--- src/rtl/sample_rle_encoder_pkg.sv ---
// Shared constants for the sample run-length encoder: FSM encoding and sizing helpers.
package sample_rle_encoder_pkg;

   typedef enum logic [1:0] {
      INIT   = 2'd0,
      SINGLE = 2'd1,
      RUN    = 2'd2
   } state_t;

   // Width of a counter able to hold 0..depth inclusive.
   function automatic int unsigned level_width(input int unsigned depth);
      return $clog2(depth + 1);
   endfunction

endpackage

--- src/rtl/sample_rle_encoder_if.sv ---
// Sample-in / encoded-word-out bundle of the RLE encoder, including flush handshake and status.
interface sample_rle_encoder_if
   import sample_rle_encoder_pkg::*;
#(
   parameter int unsigned W     = 16,
   parameter int unsigned DEPTH = 4
);
   localparam int unsigned LW = level_width(DEPTH);

   logic [W-1:0]  in_data;
   logic          in_valid;
   logic          in_ready;
   logic          flush;
   logic          flush_ack;
   logic [W-1:0]  out_data;
   logic          out_valid;
   logic          out_ready;
   logic          overflow_error;
   logic [LW-1:0] level;

   modport master (
      output in_data, in_valid, flush, out_ready,
      input  in_ready, flush_ack, out_data, out_valid, overflow_error, level
   );

   modport slave (
      input  in_data, in_valid, flush, out_ready,
      output in_ready, flush_ack, out_data, out_valid, overflow_error, level
   );

endinterface

--- src/rtl/sample_fifo2w.sv ---
// Shift-register FIFO, up to two writes and one read per cycle; slot 0 is the registered head.
module sample_fifo2w
   import sample_rle_encoder_pkg::*;
#(
   parameter int unsigned W     = 16,
   parameter int unsigned DEPTH = 4
) (
   input  logic                             clk,
   input  logic                             rst_n,
   input  logic                             clear,
   input  logic                             wr0_en,
   input  logic [W-1:0]                     wr0_data,
   input  logic                             wr1_en,
   input  logic [W-1:0]                     wr1_data,
   input  logic                             rd_en,
   output logic [W-1:0]                     head,
   output logic                             head_valid,
   output logic [level_width(DEPTH)-1:0]    level
);
   localparam int unsigned LW = level_width(DEPTH);

   logic [W-1:0]  mem   [DEPTH];
   logic [W-1:0]  mem_n [DEPTH];
   logic [LW-1:0] base;
   logic [LW-1:0] level_n;
   logic          rd_ok;
   logic          wr0_ok;
   logic          wr1_ok;

   assign head = mem[0];

   // Slots at or above the level always hold zero, so an empty FIFO presents zero.
   always_comb begin
      mem_n  = mem;
      base   = level;
      rd_ok  = rd_en && head_valid;
      if (rd_ok) begin
         for (int i = 0; i < int'(DEPTH) - 1; i++) mem_n[i] = mem[i+1];
         mem_n[DEPTH-1] = '0;
         base = level - LW'(1);
      end
      wr0_ok = wr0_en && (base < LW'(DEPTH));
      wr1_ok = wr1_en && wr0_ok && ((base + LW'(1)) < LW'(DEPTH));
      for (int i = 0; i < int'(DEPTH); i++) begin
         if (wr0_ok && (LW'(i) == base))          mem_n[i] = wr0_data;
         if (wr1_ok && (LW'(i) == base + LW'(1))) mem_n[i] = wr1_data;
      end
      level_n = base + LW'(wr0_ok) + LW'(wr1_ok);
   end

   always_ff @(posedge clk or negedge rst_n) begin
      if (!rst_n) begin
         for (int i = 0; i < int'(DEPTH); i++) mem[i] <= '0;
         level      <= '0;
         head_valid <= 1'b0;
      end else if (clear) begin
         for (int i = 0; i < int'(DEPTH); i++) mem[i] <= '0;
         level      <= '0;
         head_valid <= 1'b0;
      end else begin
         mem        <= mem_n;
         level      <= level_n;
         head_valid <= (level_n != '0);
      end
   end

endmodule

--- src/rtl/sample_rle_encoder.sv ---
// Run-length encoder: literal, literal, repeat count; saturated runs emit an all-ones marker.
module sample_rle_encoder
   import sample_rle_encoder_pkg::*;
#(
   parameter int unsigned W     = 16,
   parameter int unsigned DEPTH = 4
) (
   input logic                clk,
   input logic                rst_n,
   input logic                clear,
   sample_rle_encoder_if.slave bus
);
   localparam int unsigned    LW      = level_width(DEPTH);
   localparam logic [W-1:0]   MARKER  = '1;
   localparam logic [W-1:0]   CNT_MAX = {{(W-1){1'b1}}, 1'b0};

   state_t        state, state_n;
   logic [W-1:0]  last, last_n;
   logic [W-1:0]  cntr, cntr_n;
   logic          ack, ack_n;
   logic          ovf, ovf_n;
   logic          wr0, wr1;
   logic [W-1:0]  d0, d1;
   logic [LW-1:0] lvl;
   logic          room1, room2, accept;

   assign room2              = (lvl <= LW'(DEPTH - 2));
   assign room1              = (lvl < LW'(DEPTH));
   assign accept             = bus.in_valid && room2;
   assign bus.in_ready       = room2;
   assign bus.level          = lvl;
   assign bus.flush_ack      = ack;
   assign bus.overflow_error = ovf;

   always_ff @(posedge clk or negedge rst_n) begin
      if (!rst_n) begin
         state <= INIT;
         last  <= '0;
         cntr  <= '0;
         ack   <= 1'b0;
         ovf   <= 1'b0;
      end else if (clear) begin
         state <= INIT;
         last  <= '0;
         cntr  <= '0;
         ack   <= 1'b0;
         ovf   <= 1'b0;
      end else begin
         state <= state_n;
         last  <= last_n;
         cntr  <= cntr_n;
         ack   <= ack_n;
         ovf   <= ovf_n;
      end
   end

   always_comb begin
      state_n = state;
      last_n  = last;
      cntr_n  = cntr;
      ack_n   = 1'b0;
      ovf_n   = ovf;
      wr0     = 1'b0;
      wr1     = 1'b0;
      d0      = '0;
      d1      = '0;
      if (bus.in_valid && !room2) ovf_n = 1'b1;
      if (accept) begin
         last_n = bus.in_data;
         unique case (state)
            INIT: begin
               wr0 = 1'b1; d0 = bus.in_data; state_n = SINGLE;
            end
            SINGLE: begin
               wr0 = 1'b1; d0 = bus.in_data;
               if (bus.in_data == last) begin
                  cntr_n  = '0;
                  state_n = RUN;
               end
            end
            RUN: begin
               if (bus.in_data == last) begin
                  if (cntr == CNT_MAX) begin
                     wr0 = 1'b1; d0 = MARKER; cntr_n = '0;
                  end else begin
                     cntr_n = cntr + W'(1);
                  end
               end else begin
                  wr0 = 1'b1; d0 = cntr;
                  wr1 = 1'b1; d1 = bus.in_data;
                  state_n = SINGLE;
               end
            end
            default: state_n = INIT;
         endcase
      // The ack cycle still sees flush high; ignoring it then keeps the pulse single.
      end else if (bus.flush && !ack) begin
         if (state == RUN) begin
            if (room1) begin
               wr0 = 1'b1; d0 = cntr; state_n = INIT; ack_n = 1'b1;
            end
         end else begin
            state_n = INIT; ack_n = 1'b1;
         end
      end
   end

   sample_fifo2w #(.W(W), .DEPTH(DEPTH)) u_fifo (
      .clk        (clk),
      .rst_n      (rst_n),
      .clear      (clear),
      .wr0_en     (wr0),
      .wr0_data   (d0),
      .wr1_en     (wr1),
      .wr1_data   (d1),
      .rd_en      (bus.out_valid && bus.out_ready),
      .head       (bus.out_data),
      .head_valid (bus.out_valid),
      .level      (lvl)
   );

endmodule

--- src/flat_wrapper.sv ---
// flat-port wrapper written by rule: the top's interface ports become plain ports
module sample_rle_encoder_flat import sample_rle_encoder_pkg::*;
#(
   parameter int unsigned W     = 16,
   parameter int unsigned DEPTH = 4
)
  (clk, rst_n, clear, bus_in_data, bus_in_valid, bus_flush, bus_out_ready, bus_in_ready, bus_flush_ack, bus_out_data, bus_out_valid, bus_overflow_error, bus_level);
  sample_rle_encoder_if #(.W(W), .DEPTH(DEPTH)) bus_i ();
  input logic clk;
  input logic rst_n;
  input logic clear;
  input wire logic [$bits(bus_i.in_data)-1:0] bus_in_data;
  input wire logic [$bits(bus_i.in_valid)-1:0] bus_in_valid;
  input wire logic [$bits(bus_i.flush)-1:0] bus_flush;
  input wire logic [$bits(bus_i.out_ready)-1:0] bus_out_ready;
  output wire logic [$bits(bus_i.in_ready)-1:0] bus_in_ready;
  output wire logic [$bits(bus_i.flush_ack)-1:0] bus_flush_ack;
  output wire logic [$bits(bus_i.out_data)-1:0] bus_out_data;
  output wire logic [$bits(bus_i.out_valid)-1:0] bus_out_valid;
  output wire logic [$bits(bus_i.overflow_error)-1:0] bus_overflow_error;
  output wire logic [$bits(bus_i.level)-1:0] bus_level;
  assign bus_i.in_data = bus_in_data;
  assign bus_i.in_valid = bus_in_valid;
  assign bus_i.flush = bus_flush;
  assign bus_i.out_ready = bus_out_ready;
  assign bus_in_ready = bus_i.in_ready;
  assign bus_flush_ack = bus_i.flush_ack;
  assign bus_out_data = bus_i.out_data;
  assign bus_out_valid = bus_i.out_valid;
  assign bus_overflow_error = bus_i.overflow_error;
  assign bus_level = bus_i.level;
  sample_rle_encoder #(.W(W), .DEPTH(DEPTH)) u_core (.clk(clk), .rst_n(rst_n), .clear(clear), .bus(bus_i));
endmodule
--- config.mk ---
export PLATFORM = sky130hd
export DESIGN_NAME = sample_rle_encoder_flat
export DESIGN_NICKNAME = d
export VERILOG_FILES = /design/src/rtl/sample_rle_encoder_pkg.sv /design/src/rtl/sample_rle_encoder_if.sv /design/src/rtl/sample_fifo2w.sv /design/src/rtl/sample_rle_encoder.sv /design/src/flat_wrapper.sv
export SDC_FILE = /design/constraint.sdc
export NUM_CORES = 1
export LEC_CHECK = 0
export CORE_MARGIN = 3
export CORE_UTILIZATION = 60
export DETAILED_ROUTE_END_ITERATION = 8
export GPL_TIMING_DRIVEN = 0
export PLACE_DENSITY = 0.89
export SKIP_LAST_GASP = 1
export SYNTH_ARGS = -nofsm -noshare
export SYNTH_HDL_FRONTEND = slang
export SYNTH_SLANG_ARGS = --single-unit
export TNS_END_PERCENT = 10
--- constraint.sdc ---
create_clock -name clk -period 3.2 [get_ports clk]
set_input_delay 0.8 -clock clk [delete_from_list [all_inputs] [get_ports clk]]
set_output_delay 0.8 -clock clk [all_outputs]
set_load 0.02 [all_outputs]
* Word-level counts from Yosys, hierarchy flattened
Index checks and enable logic that the tools add are counted.
** Storage, ports and cells
- Flip-flop bits (word level) :: 104
- Latch bits :: 0
- RAM bits :: 0
- Memory bits (read-only) :: 0
- Bits of input ports :: 22
- Output and inout bits :: 23
- Logic and storage cells :: 123
- Memories :: 0
** Operators by class
- Add/sub/neg operators :: 5
- Multipliers :: 0
- Div/mod/pow operators :: 0
- $lt $le $gt $ge :: 4
- Eq/ne operators :: 15
- Shifts and indexed selects :: 0
- Muxes and demuxes :: 55
- Bitwise operators :: 0
- Reduce and logical (&&, ||, !) cells :: 33
** Operator list (count)
- 2-to-1 mux 16 bit :: 24
- 2-to-1 mux 64 bit :: 2
- one-hot mux 16 bit (2 select lines) :: 2
- adder 16 x 1 -> 16 bit (second input constant) :: 1
- == test 16 bit :: 1
- == test 16 bit (second input constant) :: 1
- logical AND 1 bit :: 16
- 2-to-1 mux 1 bit :: 16
- nonzero test 4 bit :: 4
- 2-to-1 mux 2 bit :: 7
- == test 2 x 3 -> 1 bit (first input constant) :: 4
- less-than comparator 3 bit (second input constant) :: 3
- nonzero test 3 bit :: 3
- inequality test 4 bit (second input constant) :: 2
- AND reduction 4 bit :: 2
- adder 3 x 1 -> 3 bit :: 2
- == test 1 x 3 -> 1 bit (first input constant) :: 2
- logical NOT 3 bit :: 2
- 2-to-1 mux 3 bit :: 2
- inequality test 3 x 2 -> 1 bit (second input constant) :: 2
- one-hot mux 2 bit (3 select lines) :: 1
- inequality test 4 x 2 -> 1 bit (second input constant) :: 1
- nonzero test 2 bit :: 2
- adder 3 x 1 -> 3 bit (second input constant) :: 1
- other kinds (8) :: 9

* Logic depth before layout (Yosys ltp)
- Depth in word-level cells :: 11
- Mapped depth :: 13
- Depth with buffers taken out :: 13

* Hierarchy
A second synthesis with hierarchy kept.
** Unflattened totals
- Cells, all modules :: 756
- Area total of the unflattened synthesis :: 6881.6 µm²
** Modules (own cells, without submodules)
- sample_fifo2w :: times used 1, cells an instance 484, area each 4524.3 µm², sequential area each 1701.6 µm²
- sample_rle_encoder :: times used 1, cells an instance 272, area each 2357.3 µm², sequential area each 900.9 µm²

* Worst setup path after synthesis
Ideal clock, no wire load.
- Kind :: input port to flip-flop
- Start :: in bus_out_ready
- End :: reg u_core.u_fifo.mem, in the netlist u_core.u_fifo.head[0]
- Setup time :: 65 ps
- Arrival :: 3247 ps
- Required time :: 3135 ps
- Setup slack :: -112 ps
- Stages :: 11
- Buffers on the path :: 3
- Cells stage by stage :: buf_2 -> nand3_1 -> xnor2_1 -> inv_1 -> ha_1 -> nand4_4 -> or4_1 -> buf_2 -> o211ai_2 -> buf_4 -> o221a_2
** On the way
- Longest elaborated chain between the ends :: 10
- Elaborated cells between the ends (all ways) :: 17
- Classes of those cells :: 1 x add/sub; 2 x order compare; 4 x mux; 10 x reduce/logical
** RTL lines
- start: declaration :: RTL line flat_wrapper.sv:15 : input wire logic [$bits(bus_i.out_ready)-1:0] bus_out_ready;
- logical AND 1 bit (*) :: RTL line sample_rle_encoder.sv:116 : .rd_en (bus.out_valid && bus.out_ready),
- logical AND 1 bit (*) :: RTL line sample_fifo2w.sv:36 : rd_ok = rd_en && head_valid;
- parallel branches: the longest is 8 deep, another holds adder 3 x 1 -> 3 bit
- end signal: assignment :: RTL line sample_fifo2w.sv:61 : mem <= mem_n;
- end: declaration :: RTL line sample_fifo2w.sv:22 : logic [W-1:0] mem [DEPTH];
Mark *: on every way between the ends.
A chain may end at the register's enable or synchronous reset.

* Final worst setup path
- Start :: in bus_in_valid
- End :: reg u_core.u_fifo.mem, in the netlist u_core.u_fifo.head[7]
** On the way
- Longest elaborated chain between the ends :: 8
- Elaborated cells between the ends (all ways) :: 14
- Classes of those cells :: 7 x mux; 7 x reduce/logical
** RTL lines
- start: declaration :: RTL line flat_wrapper.sv:13 : input wire logic [$bits(bus_i.in_valid)-1:0] bus_in_valid;
- logical AND 1 bit (*) :: RTL line sample_rle_encoder.sv:29 : assign accept = bus.in_valid && room2;
- 2-to-1 mux 1 bit :: RTL line sample_rle_encoder.sv:68 : if (accept) begin
- logical AND 1 bit :: RTL line sample_fifo2w.sv:42 : wr0_ok = wr0_en && (base < LW'(DEPTH));
- logical AND 1 bit (2 in series) :: RTL line sample_fifo2w.sv:43 : wr1_ok = wr1_en && wr0_ok && ((base + LW'(1)) < LW'(DEPTH));
- logical AND 1 bit :: RTL line sample_fifo2w.sv:46 : if (wr1_ok && (LW'(i) == base + LW'(1))) mem_n[i] = wr1_data;
- 2-to-1 mux 16 bit :: RTL line sample_fifo2w.sv:46
- 2-to-1 mux 64 bit :: RTL line sample_fifo2w.sv:56 : end else if (clear) begin
Every way passes the cells marked *; elsewhere a longest branch is shown, timed or not.

==> impl_metrics.py <==
metrics = {
    "outcome": {
        "outcome": "finished with violations",
        "violations": "negative setup slack",
    },
    "floorplanning": {
        "die_x_um": 112,
        "core_area_sq_mm": 0.0109,
        "ios": 45,
        "initial_core_util_pct": 61.8,
        "row_count": 38,
        "fp.dieH_um": 112,
        "die_area_sq_mm": 0.0126,
    },
    "setup_path": {
        "end_kind": "flip-flop",
        "criticalPathCategory": "input port to flip-flop",
        "start_kind": "input port",
        "worstPathCellList": "clkdlybuf4s50_1 > nand2b_1 > o21ai_0 > nand3_1 > a211oi_4 > buf_2 > a311oi_1 > o221a_2",
        "cp.arrival_ns": 3.49,
        "worst-path-buf-inv": 2,
        "cp_top_family": "compound AO/OA/AOI/OAI gates",
        "crit_slowest_cell": "a211oi_4",
        "slowest_delay_ns": 0.62,
        "required_ns": 3.44,
        "worstPathMaxFanout": 10,
    },
    "sta": {
        "setup_viol": 10,
        "fin_worst_skew_ns": 0.00618,
        "finalCritPeriodShare_pct": 102,
        "fmax_mhz": 308,
        "tns_ns": -0.216,
        "rsz0062_at_grt": "true",
        "fin_crit_ns": 3.25,
        "worstMarginPinSlew_ns": 0.876,
        "drv_slew": 0,
        "hold_violations": 0,
        "max-slew-margin-rel_pct": 41.6,
        "layout_setup_ws_ns": -0.0497,
    },
    "global_routing": {
        "grt_pass1_wl_um": 34800,
        "grt_max_degree": 62,
        "antenna_found_initial": 0,
        "grt_usage_pct": 35.2,
        "grt-ovfl-total": 0,
        "grt_pass1_vias": 6341,
    },
    "routing": {
        "post_drt_wl_per_cell_um": 23.7,
        "vias": 6690,
        "wl_um": 22000,
        "first_pass_iters": 7,
        "drt.antenna.violating_nets": 0,
        "drtIter0Drc": 851,
        "viasPerCell": 7.21,
        "drcViolationCount": 0,
    },
    "finish": {
        "nets": 812,
        "fin_util_pct": 70.8,
        "num-fill-cells": 830,
        "diodes": 0,
        "area_growth_pct": 14.6,
        "drive_gt1_share_pct": 20.3,
    },
    "synth": {
        "synth_cell_types": 60,
        "synthFlopType": "dfrtp_1",
        "async_flop_share_pct": 100,
        "synth_top_area_share_pct": 38.5,
        "syn_nets": 766,
        "synth_area_sq_mm": 0.00676,
        "syn_inst": 737,
        "synth_commonest_cells": "dfrtp_1, nand2_1, nor3_1",
        "yosysMostFrequentCell": "dfrtp_1",
        "synth_warnings": 0,
        "seq_area_frac_synth_pct": 38.5,
        "synth_top_cell_by_area": "dfrtp_1",
        "ys_top_cells_by_area": "dfrtp_1, a311oi_1, o221a_2, nand2_1, nor3_1",
        "synth_edf_count": 0,
        "avgSynthCellArea_sq_um": 9.17,
        "ys_ff_latch": 104,
    },
    "clock_tree": {
        "clock_sinks": 104,
        "clk_pin_slew_worst_paths_ns": 0.07,
        "cts_tree": "done",
        "cts_buffers": 9,
        "clockBufferDepth": 2,
        "clkLatencyLatePin_ns": 0.35,
        "htree_levels": 3,
        "clockRootBuffer": "clkbuf_16",
    },
    "power_and_ir_drop": {
        "p_per_area_mw_per_mm2": 678,
        "power.total_mw": 5.25,
        "p_leak_nw": 3.38,
        "vdd_drop_max_v": 0.000611,
    },
    "placed_design": {
        "io_buffers": 27,
        "hpwl_um": 16300,
        "gp_congestion": 0.988,
    },
    "job": {
        "max_cap_viol_count": 0,
    },
    "hold_path": {
        "hold_class": "input port to asynchronous set/reset pin",
    },
}
==> through the flow <==
stage	instance area (sq um)	worst slack, ns	hold WS (ns)	std cells
floorplan	6790	0.00987	0.499	737
global placement	7240	-2.39	0.505	904
detailed placement	7260	-0.571	0.530	905
CTS	7600	-0.0991	0.462	922
global route	7740	-0.155	0.489	928
finish	7740	-0.0497	0.450	928
==> cell families (layout without fill, tap and decap cells) <==
kind of cell	Yosys count	in the layout	share of synthesized area, %
adders and majority gates	8	8	1.55
and+or+nand+nor	240	240	19.1
buffers and inverters	126	177	9.03
AOI/OAI and AO/OA	240	240	29.4
xor gates and xnor gates	19	19	2.46
DFF	104	104	38.5
==> cells in the final DEF, fill, tap and decap left out, types with 4 or more instances in the layout <==
master and instances:
a22oi_1 16, a311oi_2 4, buf_1 5, nand2b_1 9, inv_1 26, nor4_1 17
and3_1 21, nand2_1 77, a311oi_1 43, a21oi_1 23, ha_1 6, nand4_1 4
buf_2 36, o41ai_1 18, a41oi_1 13, clkbuf_1 27, nor2_1 20, nand3_1 9
clkdlybuf4s50_1 26, o21ai_0 24, o221a_2 30, o31ai_1 6, clkbuf_16 9, a221o_1 16
dfrtp_1 103, inv_6 4, xor2_1 17, a31oi_1 20, nor3_1 48, nor4_2 4
nor2b_1 4, buf_4 32, or3_1 4
==> area by class of cell <==
cell class	count	area, sq um	share of cell area [%]
buffer	98	529	6.83
clock buffer	10	239	3.09
clock inverter	6	72.6	0.937
inverter	26	97.6	1.26
multi-input combinational	507	3660	47.3
sequential	104	2600	33.6
tap	140	175	2.26
timing repair buffer	37	363	4.69
==> what timing repair did <==
item | in CTS | in global routing
cloned | 0 | 0
resized for setup | 5 | 26
hold buffers | 0 | 0
buffers inserted | 1 | 8
pin swaps | 2 | 4
endpoints found under the setup margin | 53 | 55
==> worst register-to-register path, delay by kind of cell, from the launching register on <==
family / cells / cell delay [ns]
buf+inv: 3 / 0.54
flops: 1 / 0.40
fa+ha+maj: 2 / 0.64
simple gates: 6 / 1.24
compound gates: 2 / 0.26
==> where the power goes <==
part	internal (mW)	total, mW	switching (mW)
sequential	1.56	1.74	0.177
combinational	0.951	2.35	1.40
clock	0.640	1.17	0.527
==> path summary, 6_finish.rpt <==
path	from	end	slack (ns)	cells past startpoint
max reg2reg	u_core.u_fifo.level[0]$_DFF_PN0_	u_core.u_fifo.head[3]$_DFFE_PN0P_	0.02	13
max	bus_in_valid	u_core.u_fifo.head[7]$_DFFE_PN0P_	-0.05	8
max in group asynchronous	rst_n	u_core.u_fifo.mem[3]$_DFFE_PN0P_	2.04	2
min reg2reg	u_core.bus.overflow_error$_DFFE_PN0P_	u_core.bus.overflow_error$_DFFE_PN0P_	0.54	2
min in group clk	u_core.bus.overflow_error$_DFFE_PN0P_	u_core.bus.overflow_error$_DFFE_PN0P_	0.54	2
min	rst_n	u_core.u_fifo.head[10]$_DFFE_PN0P_	0.45	1
==> routing by layer <==
metal	up-vias	track usage, %	wire [um]
met4	0	11.0	572
li1	2941	-	-
met1	3241	49.1	8940
met2	458	53.3	9820
met5	-	0	0
met3	50	10.4	2700
==> sequential cells by signal, indices dropped and copies added (netlist names) <==
signal	flops
u_core.bus.overflow_error	1
u_core.state	2
u_core.u_fifo.head	16
u_core.u_fifo.head_valid	1
u_core.u_fifo.mem	48
u_core.cntr	16
u_core.u_fifo.level	3
u_core.bus.flush_ack	1
u_core.last	16
No activity file was read; power rests on OpenSTA's default activity.
